`src/rtl/wm8731_pkg.sv`:
```
// Shared constants for the WM8731 power-up sequencer: device address, command ROM, state encoding.
// The ROM holds the register words that are sent in order after power-up.
package wm8731_pkg;

  localparam logic [7:0] DEV_ADDR_W = 8'h34;
  localparam int         ROM_DEPTH  = 11;
  localparam logic [5:0] PH_LAST    = 6'd58;

  localparam logic [15:0] CMD_ROM [ROM_DEPTH] = '{
    16'h1E00, 16'h0097, 16'h0297, 16'h0479, 16'h0679, 16'h0815,
    16'h0A00, 16'h0C00, 16'h0E42, 16'h1019, 16'h1201
  };

  typedef enum logic [2:0] {
    S_IDLE,
    S_FRAME,
    S_GAP,
    S_DONE,
    S_ERR
  } seq_state_e;

  // Indices past the end of the ROM read as zero.
  function automatic logic [15:0] cmd_word(input logic [3:0] idx);
    logic [15:0] w;
    w = '0;
    for (int k = 0; k < ROM_DEPTH; k++) begin
      if (idx == 4'(k)) w = CMD_ROM[k];
    end
    return w;
  endfunction

endpackage

```
`src/rtl/i2c_frame_tx.sv`:
```
// Sends one 24-bit I2C write frame: START, 3 bytes each followed by an ACK slot, STOP.
// Phase 0..58 is the phase currently on the pins; o_done pulses while phase 58 is shown.
module i2c_frame_tx
  import wm8731_pkg::*;
(
  input  logic        i_clk,
  input  logic        i_rst,
  input  logic        i_go,
  input  logic [23:0] i_data,
  input  logic        i_sda,
  output logic        o_scl,
  output logic        o_sda_oe,
  output logic        o_done,
  output logic        o_nack
);

  logic        active_q;
  logic [5:0]  ph_q;
  logic [26:0] bits_q;
  logic        scl_q, sda_q, done_q, nack_q;

  logic [5:0]  ph_d;
  logic [4:0]  slot;
  logic        scl_d, sda_d;

  // Pin levels for the phase that follows the current one.
  always_comb begin
    ph_d  = ph_q + 6'd1;
    slot  = 5'((ph_d - 6'd2) >> 1);
    scl_d = 1'b1;
    sda_d = 1'b0;
    if (ph_d >= 6'd2 && ph_d <= 6'd55) begin
      scl_d = ph_d[0];
      sda_d = ~bits_q[5'd26 - slot];
    end else if (ph_d == 6'd1 || ph_d == 6'd57) begin
      sda_d = 1'b1;
    end else if (ph_d == 6'd56) begin
      scl_d = 1'b0;
      sda_d = 1'b1;
    end
  end

  always_ff @(posedge i_clk) begin
    if (i_rst) begin
      active_q <= 1'b0;
      ph_q     <= '0;
      bits_q   <= '0;
      scl_q    <= 1'b1;
      sda_q    <= 1'b0;
      done_q   <= 1'b0;
      nack_q   <= 1'b0;
    end else begin
      done_q <= 1'b0;
      if (!active_q) begin
        if (i_go) begin
          active_q <= 1'b1;
          ph_q     <= '0;
          scl_q    <= 1'b1;
          sda_q    <= 1'b0;
          nack_q   <= 1'b0;
          // ACK slots carry a 1 so the line is released for the slave.
          bits_q   <= {i_data[23:16], 1'b1, i_data[15:8], 1'b1, i_data[7:0], 1'b1};
        end
      end else begin
        if ((ph_q == 6'd19 || ph_q == 6'd37 || ph_q == 6'd55) && i_sda) nack_q <= 1'b1;
        if (ph_q == PH_LAST - 6'd1) done_q <= 1'b1;
        if (ph_q == PH_LAST) begin
          active_q <= 1'b0;
          scl_q    <= 1'b1;
          sda_q    <= 1'b0;
        end else begin
          ph_q  <= ph_d;
          scl_q <= scl_d;
          sda_q <= sda_d;
        end
      end
    end
  end

  assign o_scl    = scl_q;
  assign o_sda_oe = sda_q;
  assign o_done   = done_q;
  assign o_nack   = nack_q;

endmodule

```
`src/rtl/wm8731_cfg_seq.sv`:
```
// WM8731 power-up configuration sequencer: walks the command ROM, one I2C frame per entry,
// retrying NACKed frames and reporting busy/done/error.
module wm8731_cfg_seq
  import wm8731_pkg::*;
#(
  parameter int NUM_CMDS   = ROM_DEPTH,
  parameter int GAP_CYCLES = 4,
  parameter int RETRY_MAX  = 3,
  parameter bit AUTO_START = 1'b1
) (
  input  logic       i_clk,
  input  logic       i_rst,
  input  logic       i_start,
  input  logic       i_sda,
  output logic       o_scl,
  output logic       o_sda_oe,
  output logic       o_busy,
  output logic       o_done,
  output logic       o_err,
  output logic [3:0] o_cmd_idx
);

  seq_state_e state_q;
  logic [3:0] idx_q, retry_q;
  logic [7:0] gap_q;
  logic       busy_q, done_q, err_q, auto_q;

  logic       restart, gap_last, go;
  logic [3:0] go_idx;
  logic       fr_done, fr_nack;

  assign restart  = (state_q == S_IDLE && (i_start || auto_q)) ||
                    ((state_q == S_DONE || state_q == S_ERR) && i_start);
  assign gap_last = (state_q == S_GAP) && (gap_q == 8'(GAP_CYCLES - 1));
  assign go       = restart || gap_last;
  // A restart sends entry 0 even though idx_q still shows the previous run.
  assign go_idx   = restart ? 4'd0 : idx_q;

  i2c_frame_tx u_tx (
    .i_clk    (i_clk),
    .i_rst    (i_rst),
    .i_go     (go),
    .i_data   ({DEV_ADDR_W, cmd_word(go_idx)}),
    .i_sda    (i_sda),
    .o_scl    (o_scl),
    .o_sda_oe (o_sda_oe),
    .o_done   (fr_done),
    .o_nack   (fr_nack)
  );

  always_ff @(posedge i_clk) begin
    if (i_rst) begin
      state_q <= S_IDLE;
      idx_q   <= '0;
      retry_q <= '0;
      gap_q   <= '0;
      busy_q  <= 1'b0;
      done_q  <= 1'b0;
      err_q   <= 1'b0;
      auto_q  <= AUTO_START;
    end else begin
      case (state_q)
        S_IDLE, S_DONE, S_ERR: begin
          if (restart) begin
            state_q <= S_FRAME;
            idx_q   <= '0;
            retry_q <= '0;
            busy_q  <= 1'b1;
            done_q  <= 1'b0;
            err_q   <= 1'b0;
            auto_q  <= 1'b0;
          end
        end
        S_FRAME: begin
          if (fr_done) begin
            gap_q <= '0;
            if (!fr_nack) begin
              retry_q <= '0;
              if (idx_q == 4'(NUM_CMDS - 1)) begin
                state_q <= S_DONE;
                busy_q  <= 1'b0;
                done_q  <= 1'b1;
              end else begin
                idx_q   <= idx_q + 4'd1;
                state_q <= S_GAP;
              end
            end else if (retry_q < 4'(RETRY_MAX)) begin
              retry_q <= retry_q + 4'd1;
              state_q <= S_GAP;
            end else begin
              state_q <= S_ERR;
              busy_q  <= 1'b0;
              err_q   <= 1'b1;
            end
          end
        end
        S_GAP: begin
          if (gap_last) state_q <= S_FRAME;
          else          gap_q   <= gap_q + 8'd1;
        end
        default: state_q <= S_IDLE;
      endcase
    end
  end

  assign o_busy    = busy_q;
  assign o_done    = done_q;
  assign o_err     = err_q;
  assign o_cmd_idx = idx_q;

endmodule

```
`config.mk`:
```
export PLATFORM = sky130hd
export DESIGN_NAME = wm8731_cfg_seq
export DESIGN_NICKNAME = d
export VERILOG_FILES = /design/src/rtl/wm8731_pkg.sv /design/src/rtl/i2c_frame_tx.sv /design/src/rtl/wm8731_cfg_seq.sv
export SDC_FILE = /design/constraint.sdc
export NUM_CORES = 1
export LEC_CHECK = 0
export BUFFER_PORTS_ARGS = -buffer_cell sky130_fd_sc_hd__buf_2
export CAP_MARGIN = 20
export CORE_MARGIN = 1.5
export CORE_UTILIZATION = 67
export DETAILED_ROUTE_END_ITERATION = 12
export PLACE_DENSITY = 0.81
export SKIP_CTS_REPAIR_TIMING = 1
export SLEW_MARGIN = 20
export SYNTH_ARGS = -nofsm -noshare
export SYNTH_HDL_FRONTEND = slang
export SYNTH_HIERARCHICAL = 1
export SYNTH_SLANG_ARGS = --single-unit
```
`constraint.sdc`:
```
create_clock -name i_clk -period 5.3 [get_ports i_clk]
set_input_delay 0.53 -clock i_clk [delete_from_list [all_inputs] [get_ports i_clk]]
set_output_delay 0.53 -clock i_clk [all_outputs]
set_load 0.1 [all_outputs]
```
# Word-level counts from Yosys, hierarchy flattened
# Cells that the tools add are included.
# totals
in_bits	4
regBits	53
out_inout_bits	9
elab_cells	164
# op_classes
reduce_logical	30
bitwise	2
magnitude_cmp	4
muxes	69
n_eq_ne	38
n_addsub	6
# ops
op	n
16-bit two-way mux	10
6-bit == test, second input constant	6
1-bit two-way mux	32
4-bit two-way mux	8
6-bit two-way mux	3
2-bit inequality test, second input constant	9
4-bit by 3-bit == test with 1-bit output, second input constant	4
4-bit == test, second input constant	4
8-bit two-way mux	2
4-bit one-hot mux with 2 select lines	2
8-bit one-hot mux with 2 select lines	1
3-bit two-way mux	5
5-bit AND reduction	3
13-bit two-way mux	1
3-bit one-hot mux with 3 select lines	1
4-bit by 1-bit adder with 4-bit output, second input constant	2
8-bit by 1-bit adder with 8-bit output, second input constant	1
4-bit by 2-bit == test with 1-bit output, second input constant	2
8-bit by 2-bit == test with 1-bit output, second input constant	1
2-bit AND reduction	4
4-bit AND reduction	2
1-bit logical OR	7
6-bit by 1-bit adder with 6-bit output, second input constant	1
3-bit by 2-bit == test with 1-bit output, second input constant	2
other kinds (24)	36

# Longest topological paths before layout
# Gate-level depths: netlist of the first run.
# depth
depth_word	17
mapped_depth	10
mapped_depth_nobuf	9

# Cells and area by module
# The synthesis of the first run kept the hierarchy.
# by_module_without_submodules
module	cells_each	area_each_um2	n_inst	seq_area_each_um2
i2c_frame_tx	220	1839.3	1	720.7
wm8731_cfg_seq	184	1486.4	1	460.4

# Worst setup path before layout of the first run
# Ideal clock, no wire load.
# synth_path
path_kind	register to register
start	register idx_q[0], in the netlist o_cmd_idx[0]
end	register idx_q[3], in the netlist o_cmd_idx[3]
setup_slack_ps	2627
setup_ps	87
n_path_buf	1
period_less_slack_ps	2673
stages_incl_launch_ff	9
t_arrival_ps	2586
required_ps	5213
path_cell_list	dfxtp_1 clkbuf_1 inv_1 ha_1 nand3b_1 nand3b_1 or4_1 or3_1 o31ai_1
# synth_via
elab_chain_len	5
# synth_rtl
item	line_no	text
start: declaration	wm8731_cfg_seq.sv:24	logic [3:0] idx_q, retry_q;
start signal: assignment	wm8731_cfg_seq.sv:84	idx_q <= idx_q + 4'd1;
4-bit by 1-bit adder with 4-bit output	wm8731_cfg_seq.sv:84	
4-bit two-way mux	wm8731_cfg_seq.sv:79	if (idx_q == 4'(NUM_CMDS - 1)) begin
4-bit two-way mux	wm8731_cfg_seq.sv:77	if (!fr_nack) begin
4-bit two-way mux	wm8731_cfg_seq.sv:75	if (fr_done) begin
4-bit one-hot mux with 2 select lines	wm8731_cfg_seq.sv:62	case (state_q)
# Parallel ways exist; a longest one is shown, timed or not. The select of a mux whose other input is x is not followed.
# A chain may end at the register's enable or synchronous reset.

# Worst setup path in the final report of the first run
# layout_path
start	register u_tx.ph_q[0]
end	register u_tx.sda_q, in the netlist u_tx/o_sda_oe
# layout_via
elab_chain_len	9
# layout_rtl
item	line_no	text
start: declaration	i2c_frame_tx.sv:18	logic [5:0] ph_q;
start signal: assignment	i2c_frame_tx.sv:72	ph_q <= ph_d;
6-bit by 1-bit adder with 6-bit output	i2c_frame_tx.sv:28	ph_d = ph_q + 6'd1;
6-bit by 2-bit subtractor with 6-bit output	i2c_frame_tx.sv:29	slot = 5'((ph_d - 6'd2) >> 1);
5-bit subtractor	i2c_frame_tx.sv:34	sda_d = ~bits_q[5'd26 - slot];
1-bit binary-select mux with 5-bit select	i2c_frame_tx.sv:34	
1-bit two-way mux (not written as such)	i2c_frame_tx.sv:34	
1-bit inverter	i2c_frame_tx.sv:34	
1-bit two-way mux	i2c_frame_tx.sv:32	if (ph_d >= 6'd2 && ph_d <= 6'd55) begin
1-bit two-way mux (*)	i2c_frame_tx.sv:67	if (ph_q == PH_LAST) begin
1-bit two-way mux (*)	i2c_frame_tx.sv:54	if (!active_q) begin
end signal: assignment	i2c_frame_tx.sv:59	sda_q <= 1'b0;
end signal: assignment	i2c_frame_tx.sv:70	sda_q <= 1'b0;
end signal: assignment	i2c_frame_tx.sv:74	sda_q <= sda_d;
end: declaration	i2c_frame_tx.sv:20	logic scl_q, sda_q, done_q, nack_q;
# Mark *: on every way between the ends. The rest lies on a longest branch, timed or not. The select of a mux whose other input is x is not followed.

==> impl_summary.md, run 1 <==
Run status
The flow ran to the end, and the final reports show no timing, DRC or antenna violations.

Timing
Setup repair after global routing left no endpoint under its margin. The actual slew at the worst max-slew pin is 0.984 ns. The maximum frequency from static timing analysis is 0.367 GHz. The clock arrives with 0.00909 ns of skew. The max-slew headroom at the worst pin is 0.344. The final count of negative-setup-slack endpoints is 0. The count of pins over their slew limit is 0.

The number of failing hold endpoints at the final stage is 0. The smallest clock period supported by the final layout is computed as 2.72 ns. The slack of the critical path is 2.58 ns. The final worst-path cycle share is 0.514.

The final total negative setup slack is 0 ns.

Die
For this configuration, the core starts out at a cell density of 0.699. 13 I/O pins were placed. The die height is 73.5 um. The area of the placeable core is 4750 sq um.

The initialized floorplan defines 25 standard-cell rows. The floorplan step set the die width to 73.5 um. The area enclosed by the die boundary is 5400 sq um.

Route
Before antenna repair, the detailed router went through 5 iterations. The routed design uses 219 um of met3 wire. After detailed routing, the met2 layer carries 3.04 mm of wire.

Routed signal wires occupy layers up through met4. The routed design has 6.81 mm of wire. Summing over every cut layer, the via total after detailed routing is 2875.

In this run the remaining antenna-violating nets after routing total 0. In this run, the number of DRC markers left after iteration 0 of detailed routing was 222. For this run, design rule violations remaining after detail routing come to 0. The via-per-instance ratio is 5.92. For this block, wires on met1 add up to 3.43 mm.

The average detailed-routed wire length per instance is 14.0 um.

Place
Summed over all nets, the half-perimeter wirelength after detailed placement is 4.44 mm. The total of buffers placed on input and output ports is 12. The congestion estimate from routability-driven global placement came to 0.853. The pre-CTS setup slack is 2.40 ns.

Worst setup path
Along the worst path, the maximum fanout reaches 8. The slowest library cell on the worst path is sky130_fd_sc_hd__dfxtp_1. STA puts the critical path data required time at 5.58 ns.

The start-to-end type of the worst setup path is register to register. Data arrives at the worst endpoint at 3.00 ns. STA classifies the critical path endpoint as a register.

The origin of the critical flop-to-flop path is u_tx/ph_q[0]. The largest single stage delay on the critical path is 0.50 ns. The gate family responsible for the most delay along the worst path is compound AO/OA/AOI/OAI gates. Walking the worst path, the cells encountered are ha_1 > nand3_1 > xnor2_2 > inv_1 > ha_1 > o31a_1 > o32ai_2 > mux2_4 > a2bb2oi_2. In this run the worst setup path begins at u_tx/ph_q[0]. The nature of the critical path startpoint is a register. The number of buffers and inverters on the critical path is 1. The dominant cell type by count on the critical path is sky130_fd_sc_hd__ha_1.

Synthesis
The dominant combinational cell family by area after synthesis is simple AND/OR/NAND/NOR gates. The synthesized instance count is 404. Of the total synthesized cell area, the portion taken by XOR and XNOR cells is 0.0309. The count of flip-flops with a built-in enable after synthesis is 0. The average footprint of a synthesized cell is 8.23 sq um. The dominant synthesized flop cell is sky130_fd_sc_hd__dfxtp_1. The fraction of synthesized area in multiplexers is 0.0711. Of the total synthesized cell area, the portion taken by full adders, half adders and majority gates is 0.0414. Yosys printed 6 warnings. The share of the yosys chip area belonging to registers is 0.355. The area share of the leading cell type in the synthesized netlist is 0.355. Counting flops and latches in the post-synthesis netlist gives 59. The number of distinct library cells after synthesis is 65. Of the total synthesized cell area, the portion taken by AND, OR, NAND and NOR gates is 0.256. By area the synthesized netlist is led by sky130_fd_sc_hd__dfxtp_1 (36%), sky130_fd_sc_hd__nand2_1 (8.2%), sky130_fd_sc_hd__a21oi_1 (6.5%).

The synthesized-area fraction occupied by ao, oa, aoi and oai cells is 0.196. The cell type with the highest aggregate area in the netlist is sky130_fd_sc_hd__dfxtp_1. The post-synthesis async set-or-reset flop share is 0. The cell area that synthesis handed to floorplanning was 3330 sq um.

Worst hold path
The classification of the worst-slack hold path is register to register. The launch point of the worst hold path is u_tx/bits_q[23].

Global route
The maximum number of pins on one net before global-route repair is 56. The number of global-route vias before repair came to 2471. The first global-routing pass estimated 11.4 mm of wire. The aggregate global-route resource usage is 0.271.

The number of antenna violations at the first check in global routing is 0. The leftover overflow at the end of global routing is 0.

Clock network
Clock-pin slew was measured on the worst setup and hold paths at 0.07 ns. The root buffer cell chosen for the clock tree is sky130_fd_sc_hd__clkbuf_8. For the worst-skew pair, the clock arrives at the later sink with an insertion delay of 0.34 ns. The CTS tree is done. The clock sink count is 59. The H-tree generated during clock tree synthesis spans 3 levels. The number of buffers created by CTS is 9. The longest clock path from root to sink contains 2 buffers.

Cells and area
The number of antenna diodes in the final layout is 0. The share of cells above drive strength 1 is 0.126. The final layout net count is 429.

The number of fill cells is 373. The area growth from synthesis to layout is 7.86%.

Power and ir drop
The worst IR drop on VDD is 0.225 mV. The standby leakage power is 1.32 nW. In this run the power density over the cells is 341 nW/um^2.

Run
Max-cap violations in this run came to 0.
cell families after synthesis:
kind of cell / count (synthesis)
AND/OR/NAND/NOR: 174
AO/OA/AOI/OAI: 97
flip-flops: 59
buffers and inverters: 36
multiplexers: 15
adder cells (fa/ha/maj): 11
XOR/XNOR: 10
other: 2
tightest hold or removal path, stage by stage, from the launching register on:
cell,delay (ns)
sky130_fd_sc_hd__dfxtp_1,0.31
sky130_fd_sc_hd__nand2_1,0.05
sky130_fd_sc_hd__a21oi_1,0.05
metal layers:
layer  track usage  up-vias
met5             0        -
met4         0.119        0
met3        0.0590       13
met2         0.395       73
met1         0.383     1339
li1              -     1450
power by group:
part | internal, W | leakage, nW | switching (W)
Combinational | 0.000112 | 0.755 | 0.000209
Clock | 0.000194 | 0.0884 | 0.000183
Sequential | 0.000485 | 0.480 | 0.0000412
cell usage after synthesis (6+ instances only):
| cell type | number |
|---|---|
| sky130_fd_sc_hd__nand2_1 | 73 |
| sky130_fd_sc_hd__nor2_1 | 32 |
| sky130_fd_sc_hd__dfxtp_1 | 59 |
| sky130_fd_sc_hd__o21ai_1 | 6 |
| sky130_fd_sc_hd__mux2i_1 | 6 |
| sky130_fd_sc_hd__nand3_1 | 10 |
| sky130_fd_sc_hd__o21ai_0 | 7 |
| sky130_fd_sc_hd__inv_1 | 8 |
| sky130_fd_sc_hd__ha_1 | 11 |
| sky130_fd_sc_hd__a21oi_1 | 43 |
| sky130_fd_sc_hd__nor3_1 | 15 |
| sky130_fd_sc_hd__nand4b_1 | 6 |
| sky130_fd_sc_hd__clkbuf_1 | 20 |
| sky130_fd_sc_hd__a31oi_1 | 7 |
| sky130_fd_sc_hd__xor2_1 | 6 |
worst paths after layout:
path / end / slack (ns) / cells past startpoint
max: u_tx/o_sda_oe / 2.58 / 9
min: u_tx/bits_q[23] / 0.45 / 2
max reg2reg: u_tx/o_sda_oe / 2.58 / 9
min reg2reg: u_tx/bits_q[23] / 0.45 / 2
flip-flops by register name, summed over array words and instances (netlist names), 3 cells and up:
register,cells
u_tx/ph_q,6
state_q,3
o_cmd_idx,4
u_tx/bits_q,25
retry_q,4
gap_q,8
cells in the final DEF (no fill, tap or decap), types with 3 or more instances in the layout:
cell type                  netlist  final
sky130_fd_sc_hd__and2_1          3      3
sky130_fd_sc_hd__nand4b_1        6      6
sky130_fd_sc_hd__nor4b_1         3      3
sky130_fd_sc_hd__o21ai_1         6      6
sky130_fd_sc_hd__ha_1           11     11
sky130_fd_sc_hd__clkbuf_8        0     11
sky130_fd_sc_hd__o31a_1          3      3
sky130_fd_sc_hd__nand2_1        73     73
sky130_fd_sc_hd__dfxtp_1        59     59
sky130_fd_sc_hd__or3_1           5      5
sky130_fd_sc_hd__nor2b_1         3      3
sky130_fd_sc_hd__nand2b_1        5      4
sky130_fd_sc_hd__mux4_2          5      5
sky130_fd_sc_hd__o21ai_0         7      7
sky130_fd_sc_hd__nor3_1         15     15
sky130_fd_sc_hd__a21oi_1        43     43
sky130_fd_sc_hd__nand3b_1        3      3
sky130_fd_sc_hd__nand3_1        10     10
sky130_fd_sc_hd__a31oi_1         7      7
sky130_fd_sc_hd__inv_1           8      8
sky130_fd_sc_hd__o31ai_1         3      3
sky130_fd_sc_hd__o211ai_1        4      4
sky130_fd_sc_hd__mux2i_1         6      6
sky130_fd_sc_hd__buf_2           1     12
sky130_fd_sc_hd__o21a_1          3      3
sky130_fd_sc_hd__nor4_1          3      3
sky130_fd_sc_hd__conb_1          2     12
sky130_fd_sc_hd__nor2_1         32     32
sky130_fd_sc_hd__xor2_1          6      6
stage by stage:
step | power [W] | instances | cell area (sq um) | hold slack [ns] | utilization
4_1_cts | 0.00123 | 486 | 3580 | 0.455 | 0.754
2_1_floorplan | 0.000795 | 414 | 3360 | 0.432 | -
5_1_grt | 0.00129 | 486 | 3590 | 0.478 | 0.754
3_3_place_gp | 0.000845 | 470 | 3400 | 0.438 | 0.716
6_report | 0.00122 | 486 | 3590 | 0.451 | 0.754
3_5_place_dp | 0.000851 | 470 | 3400 | 0.446 | 0.716
final cells by class:
cell class | count | area (sq um) | share of cell area
Multi-Input combinational cell | 319 | 2030 | 0.565
Sequential cell | 59 | 1180 | 0.329
Clock inverter | 4 | 25.0 | 0.00698
Clock buffer | 12 | 155 | 0.0433
Tap cell | 67 | 83.8 | 0.0234
Timing Repair Buffer | 14 | 75.1 | 0.0209
Inverter | 11 | 41.3 | 0.0115
No activity file was read; power rests on OpenSTA's default activity.
==> run 2: changes to the inputs <==
Settings changed: ABC_AREA set to 1, CORE_UTILIZATION 67 to 57, PLACE_DENSITY 0.81 to 0.73.
Clock period 5.3 ns to 2.3 ns, I/O delays scaled along.
==> run 2 against run 1 <==
  * Setup slack got worse by 2.3 ns
  * Critical path depth increased by 2
  * Combinational power grew to 7.6 times the previous value
  * Non-clock buffer count increased by 8
  * Largest cell class unchanged
  * Largest power group is now combinational logic
==> impl_summary.md, run 2 <==
Cells and area
The layout overhead on the synthesized area is 12.0%. The summed area of non-filler cells in the final layout is 3940 sq um. The final layout net count is 593.

Of the cells placed in the final design, the portion with a size suffix greater than 1 is 0.123. The antenna cell count is 0. Leaving out fill and tap cells, the most frequent cells in the layout are sky130_fd_sc_hd__nand2_1 (144), sky130_fd_sc_hd__nor2_1 (83), sky130_fd_sc_hd__nand3_1 (65). The number of fill cells is 555. Ranked by flip-flop count, first place goes to u_tx/bits_q.

The flip-flop count of the largest register, all copies and words added is 25. In the final layout, the registers with the most flip-flops are u_tx/bits_q: 25 flops, gap_q: 8 flops, u_tx/ph_q: 6 flops. The most common library cell in the layout ignoring fill and taps is sky130_fd_sc_hd__nand2_1.

Worst setup path
Of all nets on the critical path, the largest fanout is 26. The type of destination of the critical path is a register. The most numerous cell type found on the critical path is sky130_fd_sc_hd__nor2_1. In this run the worst setup path begins at gap_q[0]. Traced cell by cell, the critical path runs through ha_1 > inv_1 > nor2_1 > nand3_1 > o31ai_2 > inv_1 > nor2_2 > clkinv_1 > buf_4 > nor2_1 > nor2_1. The startpoint identified for the worst register-to-register timing path is gap_q[0]. The arrival time reported for the critical path endpoint is 2.30 ns. The critical path is of the register to register type. Data on the critical path is required at its endpoint by 2.53 ns. The worst setup path is launched from a register. On the critical path, the stage with the largest delay is an instance of sky130_fd_sc_hd__dfxtp_1. In this design, the stage delay of the slowest critical-path cell is 0.41 ns.

Die
After floorplanning, the core was sized to cover 5920 sq um. The initialized floorplan defines 28 standard-cell rows. The floorplan step defined a die boundary enclosing 6640 sq um. The floorplan die width is 81.5 um.

The number of I/O pins is 13. The starting density of the core is 0.593. The floorplan step set the die height to 81.5 um.

Synthesis
For this run, the register share of the synthesized area comes to 0.336. In the post-synthesis netlist, the cell with the most instances is sky130_fd_sc_hd__nand2_1. The combined area of all synthesized cells is 3510 sq um. The synthesized instance count is 553.

In the synthesized netlist the dominant register cell turns out to be sky130_fd_sc_hd__dfxtp_1. The Yosys step of the flow raised 6 warnings. The average footprint of a synthesized cell is 6.35 sq um. By area the synthesized netlist is led by sky130_fd_sc_hd__dfxtp_1 (34%), sky130_fd_sc_hd__nand2_1 (15%), sky130_fd_sc_hd__nand3_1 (9.3%).

Of the post-synthesis cell area, the dominant cell type holds 0.336. The count of flip-flops with a built-in enable after synthesis is 0. The commonest cells after synthesis are sky130_fd_sc_hd__nand2_1 (144), sky130_fd_sc_hd__nor2_1 (84), sky130_fd_sc_hd__nand3_1 (65), sky130_fd_sc_hd__dfxtp_1 (59), sky130_fd_sc_hd__inv_1 (46). The number of distinct library cells after synthesis is 43. The post-synthesis async set-or-reset flop share is 0. Counting flops and latches in the post-synthesis netlist gives 59. The cell type with the highest aggregate area in the netlist is sky130_fd_sc_hd__dfxtp_1.

Global route
The aggregate global-route resource usage is 0.265. The number of global-route vias before repair was 3136. The first global-routing pass estimated 13.8 mm of wire. The leftover overflow at the end of global routing is 0. Entering global routing, the biggest net connects 27 pins. The number of antenna violations at the first check in global routing is 0.

Power and ir drop
The standby leakage power is 1.81 nW. The design draws 0.00499 W. IR analysis of the VDD net gives a maximum drop of 0.951 mV.

In this run the power density over the cells is 1270 nW/um^2.

Worst hold path
The path class of the tightest hold or removal check is input pin to register. The launch point of the worst hold path is i_start.

Run status
The flow ran to the end, and the final reports show no timing, DRC or antenna violations.

Route
The remaining number of nets flagged by the antenna check after routing is 0. After detailed routing, the number of remaining DRC violations is 0. For this block, the initial DRC count from the detailed router was 199. The detailed-routing iteration count for the pre-antenna-repair pass is 5. Dividing the detail-routed wire length by the instance count gives 12.1 um. The count of vias placed by the detailed router is 3470.

Summed over all layers, the routed wires come to 7.96 mm. The via-per-instance ratio is 5.27.

Place
The placed instance area is 3710 sq um. The HPWL after detailed placement is 5.56 mm. Buffers placed on the I/O ports in this run total 12.

The final estimated routing congestion in global placement is 0.864.

Timing
The clock tree skew after final layout is 0.0110 ns. The actual slew at the worst max-slew pin is 0.711 ns. The number of failing hold endpoints at the final stage is 0. The final worst-path cycle share is 0.901. The maximum frequency from static timing analysis is 0.483 GHz. The count of pins over their slew limit is 0.

Setup violations remaining at the end of the flow were counted as 0. The post-route minimum period is 2.07 ns. In this run the tightest slew margin relative to its limit is 0.525.

Clock network
Clock-pin slew was measured on the worst setup and hold paths at 0.07 ns. The number of buffers created by CTS is 9. The clock sink count is 59. TritonCTS built the clock tree. Clock latency on the worst-skew pair, taken at its later pin, is 0.34 ns. The tree is rooted in a sky130_fd_sc_hd__clkbuf_8.

The clock passes through at most 2 buffers. The clock tree synthesis step divided the H-tree into 3 levels.

Run
The count of maximum capacitance violations is 0.
run 2: cells by family after synthesis:
family / share of synthesized area
buffers and inverters: 0.0808
AO/OA/AOI/OAI: 0.117
AND/OR/NAND/NOR: 0.422
flip-flops: 0.336
adder cells (fa/ha/maj): 0.0392
XOR/XNOR: 0.00249
other: 0.00214
run 2: worst paths after layout:
| path | end | slack, ns | depth (start not counted) |
|---|---|---|---|
| setup / recovery | u_tx/bits_q[2] | 0.23 | 11 |
| hold / removal | state_q[2] | 0.34 | 6 |
| setup reg to reg | u_tx/bits_q[2] | 0.23 | 11 |
| hold reg to reg | auto_q | 0.46 | 2 |
run 2: cell type report:
type	count	area [sq um]	share of cell area
Sequential cell	59	1180	0.300
Multi-Input combinational cell	433	2100	0.533
Clock buffer	13	169	0.0429
Clock inverter	3	45.0	0.0114
Inverter	53	201	0.0512
Timing Repair Buffer	22	148	0.0375
Tap cell	75	93.8	0.0238
run 2: per-stage QoR:
stage          TNS, ns  setup slack, ns  cells  utilization  hold WS [ns]
2_1_floorplan        0            0.120    563            -         0.419
3_3_place_gp         0            0.221    642        0.627         0.439
3_5_place_dp         0            0.187    642        0.627         0.448
4_1_cts              0            0.171    658        0.663         0.329
5_1_grt         -0.175          -0.0390    658        0.665         0.389
6_report             0            0.229    658        0.665         0.339
run 2: critical path, delay by kind of cell, from the launching register on:
family | cells | cell delay, ns
AND/OR/NAND/NOR | 5 | 0.56
buffers and inverters | 4 | 0.45
flip-flops | 1 | 0.41
AO/OA/AOI/OAI | 1 | 0.28
adder cells (fa/ha/maj) | 1 | 0.24
run 2: where the power goes:
| group | internal [W] | switching (W) | total (W) |
|---|---|---|---|
| clock network | 0.000590 | 0.000429 | 0.00102 |
| registers | 0.00131 | 0.000210 | 0.00152 |
| logic | 0.000756 | 0.00169 | 0.00244 |
run 2: metal layers:
metal  vias to the layer above  global-route usage  part of all wire
li1                       1834                   -                 -
met3                        12              0.0533             0.031
met4                         0               0.103             0.019
met5                         -                   0                 0
met1                      1572               0.357              0.50
met2                        52               0.414              0.45
==> run 3: changes to the inputs <==
Settings changed: CORE_UTILIZATION 57 to 67, PLACE_DENSITY 0.73 to 0.81.
Clock period 2.3 ns to 2.6 ns, I/O delays scaled along.
==> run 3 against run 2 <==
  * Sequential share of layout area is 0.59 points higher
  * Cell area is 2.0% lower
  * First-iteration DRC count is 4.0% higher
  * Fmax is 4.3% lower
==> impl_summary.md, run 3 (synthesis gave the netlist of run 2 again) <==
Run status
The run finished with clean final reports.

Global route
Across every metal layer, demand over resource in global routing totals 0.291. The number of antenna violations at the first check in global routing is 0. The first global-routing pass estimated 12.7 mm of wire. The number of global-route vias before repair is 3014.

For this run the aggregate overflow at the end of global routing stands at 0. The maximum number of pins on one net before global-route repair is 28.

Power and ir drop
The standby leakage power is 1.78 nW. Of the total power, combinational logic draws 0.486. In this run the power spent charging and discharging nets is 0.00202 W. The share of total power dissipated in sequential elements is 0.315.

Of the total power, the share spent switching nets is 0.473. The worst IR drop on VDD is 0.890 mV. The cell area power density is 1100 nW/um^2. The internal power contribution is 0.00224 W.

The share of total power in the clock network is 0.199.

Route
After detailed routing, the number of remaining DRC violations is 0. Once detail routing completed, the nets flagged for antenna violations numbered 0. The first TritonRoute pass finished after 7 iterations. The count of routing violations after the opening detailed-route iteration is 207. The routed design has 8.04 mm of wire. The count of vias placed by the detailed router is 3546. The average detailed-routed wire length per instance is 12.4 um. Using the TritonRoute via totals, the vias-per-cell ratio works out to 5.48.

Timing
The final total negative setup slack is 0 ns. The maximum frequency from static timing analysis is 0.462 GHz. The max-slew headroom at the worst pin is 0.563. The clock tree skew after final layout is 0.00980 ns. The actual slew at the worst max-slew pin is 0.654 ns. Setup repair after global routing left no endpoint under its margin. Setup violations remaining at the end of the flow were counted as 0. The number of failing hold endpoints at the final stage came to 0. Of the available clock period, the critical path in the final layout requires 0.833. The count of pins over their slew limit is 0. The routed design could run at a clock period as short as 2.17 ns.

Run
The tool flagged a number of max-cap violations equal to 0.

Cells and area
In the layout the commonest cells are sky130_fd_sc_hd__nand2_1 (144), sky130_fd_sc_hd__nor2_1 (84), sky130_fd_sc_hd__nand3_1 (65). The final layout net count is 588. The summed area of non-filler cells in the final layout is 3850 sq um. The register with the most flip-flops in the layout has 25 of them. 0 antenna diodes ended up in the layout.

The multi-input gate area in the final layout is 2090 sq um. The number of fill cells is 429. The largest register by flop count is u_tx/bits_q.

The layout overhead on the synthesized area is 9.72%. Across the whole layout, storage elements account for 1180 sq um. Of the cells placed in the final design, the portion with a size suffix greater than 1 is 0.109. The largest registers in the layout are u_tx/bits_q: 25 flops, gap_q: 8 flops, u_tx/ph_q: 6 flops.

Leaving out fill and tap cells, the most frequent cell in the layout is sky130_fd_sc_hd__nand2_1.

Worst setup path
The type of destination of the critical path is a register. The largest fanout on the critical path is 10. The data required time at the worst endpoint is 2.87 ns. The start-to-end type of the worst setup path is register to register. The logic depth of the worst register-to-register path is 15.

The nature of the critical path startpoint is a register. The arrival time reported for the critical path endpoint is 2.44 ns.

Worst hold path
The path class of the tightest hold or removal check is input pin to register. The worst hold path was traced through 2 stages.

Die
The die covers 5690 sq um. The floorplan step set the die height to 75.4 um. The number of rows created at floorplan is 26.

In this run the horizontal extent of the chip is 75.4 um. The number of I/O pins is 13. In this run the standard cell core region covers 5070 sq um.

The starting density of the core is 0.692.

Clock network
The clock transition at the registers of the reported paths is 0.07 ns. The CTS tree is done. The maximum level of the CTS H-tree is 3. The buffer levels on the longest clock path is 2.

The later-pin clock latency in the skew report is 0.34 ns. The cell chosen for the clock root is sky130_fd_sc_hd__clkbuf_8. The clock sink count is 59. Clock tree synthesis inserted a total of 9 buffers.

Place
After detailed placement, the total cell area comes to 3650 sq um. The final estimated routing congestion in global placement is 0.893. The total of buffers placed on input and output ports is 12. Once detailed placement completed, the half-perimeter wirelength came to 5.58 mm.
-- run 3: metal layers --
layer	global-route usage	wire length (um)	vias up
met1	0.369	3830	1610
met5	0	0	-
met2	0.473	3680	90
met4	0.131	176	0
li1	-	-	1821
met3	0.0688	354	25
-- run 3: critical path, stage by stage (launching register included) --
cell,delay (ns)
sky130_fd_sc_hd__dfxtp_1,0.34
sky130_fd_sc_hd__buf_4,0.17
sky130_fd_sc_hd__ha_1,0.26
sky130_fd_sc_hd__nand3_1,0.12
sky130_fd_sc_hd__nand2_1,0.09
sky130_fd_sc_hd__nand2_1,0.11
sky130_fd_sc_hd__ha_1,0.23
sky130_fd_sc_hd__nand2_1,0.10
sky130_fd_sc_hd__nand3_1,0.11
sky130_fd_sc_hd__nand2_1,0.10
sky130_fd_sc_hd__nand3_1,0.09
sky130_fd_sc_hd__nand3_1,0.10
sky130_fd_sc_hd__nand2_1,0.05
sky130_fd_sc_hd__nand2_1,0.05
sky130_fd_sc_hd__nand2_1,0.05
sky130_fd_sc_hd__a21oi_2,0.10
-- run 3: metrics by stage --
stage / util / setup WS, ns / instances / total power (W) / hold slack [ns]
global route: 0.760 / 0.199 / 647 / 0.00459 / 0.406
global placement: 0.720 / 0.522 / 632 / 0.00334 / 0.440
detailed placement: 0.720 / 0.506 / 632 / 0.00338 / 0.449
floorplan: - / 0.420 / 563 / 0.00299 / 0.419
finish: 0.760 / 0.435 / 647 / 0.00426 / 0.375
CTS: 0.760 / 0.483 / 647 / 0.00425 / 0.369
-- run 3: final timing paths --
path                 from             to  slack [ns]
max          u_tx/ph_q[0]  u_tx/o_sda_oe        0.43
min reg2reg         o_err          o_err        0.46
max reg2reg  u_tx/ph_q[0]  u_tx/o_sda_oe        0.43
min                 i_rst  u_tx/active_q        0.38
-- run 3: layout make-up --
| class | count | area share |
|---|---|---|
| inverters | 53 | 0.0523 |
| repair buffers | 17 | 0.0253 |
| multi-input cells | 433 | 0.541 |
| clock inverters | 4 | 0.0130 |
| clock buffers | 11 | 0.0393 |
| well taps | 70 | 0.0227 |
| flip-flops and latches | 59 | 0.306 |
-- run 3: power groups by stage --
stage	registers (W)	logic, W	clock network [W]
after CTS	0.00134	0.00205	0.000859
final	0.00134	0.00207	0.000848
after global placement	0.00134	0.00200	0
after detailed placement	0.00135	0.00203	0
after floorplan	0.00158	0.00141	0
after global routing	0.00137	0.00232	0.000892
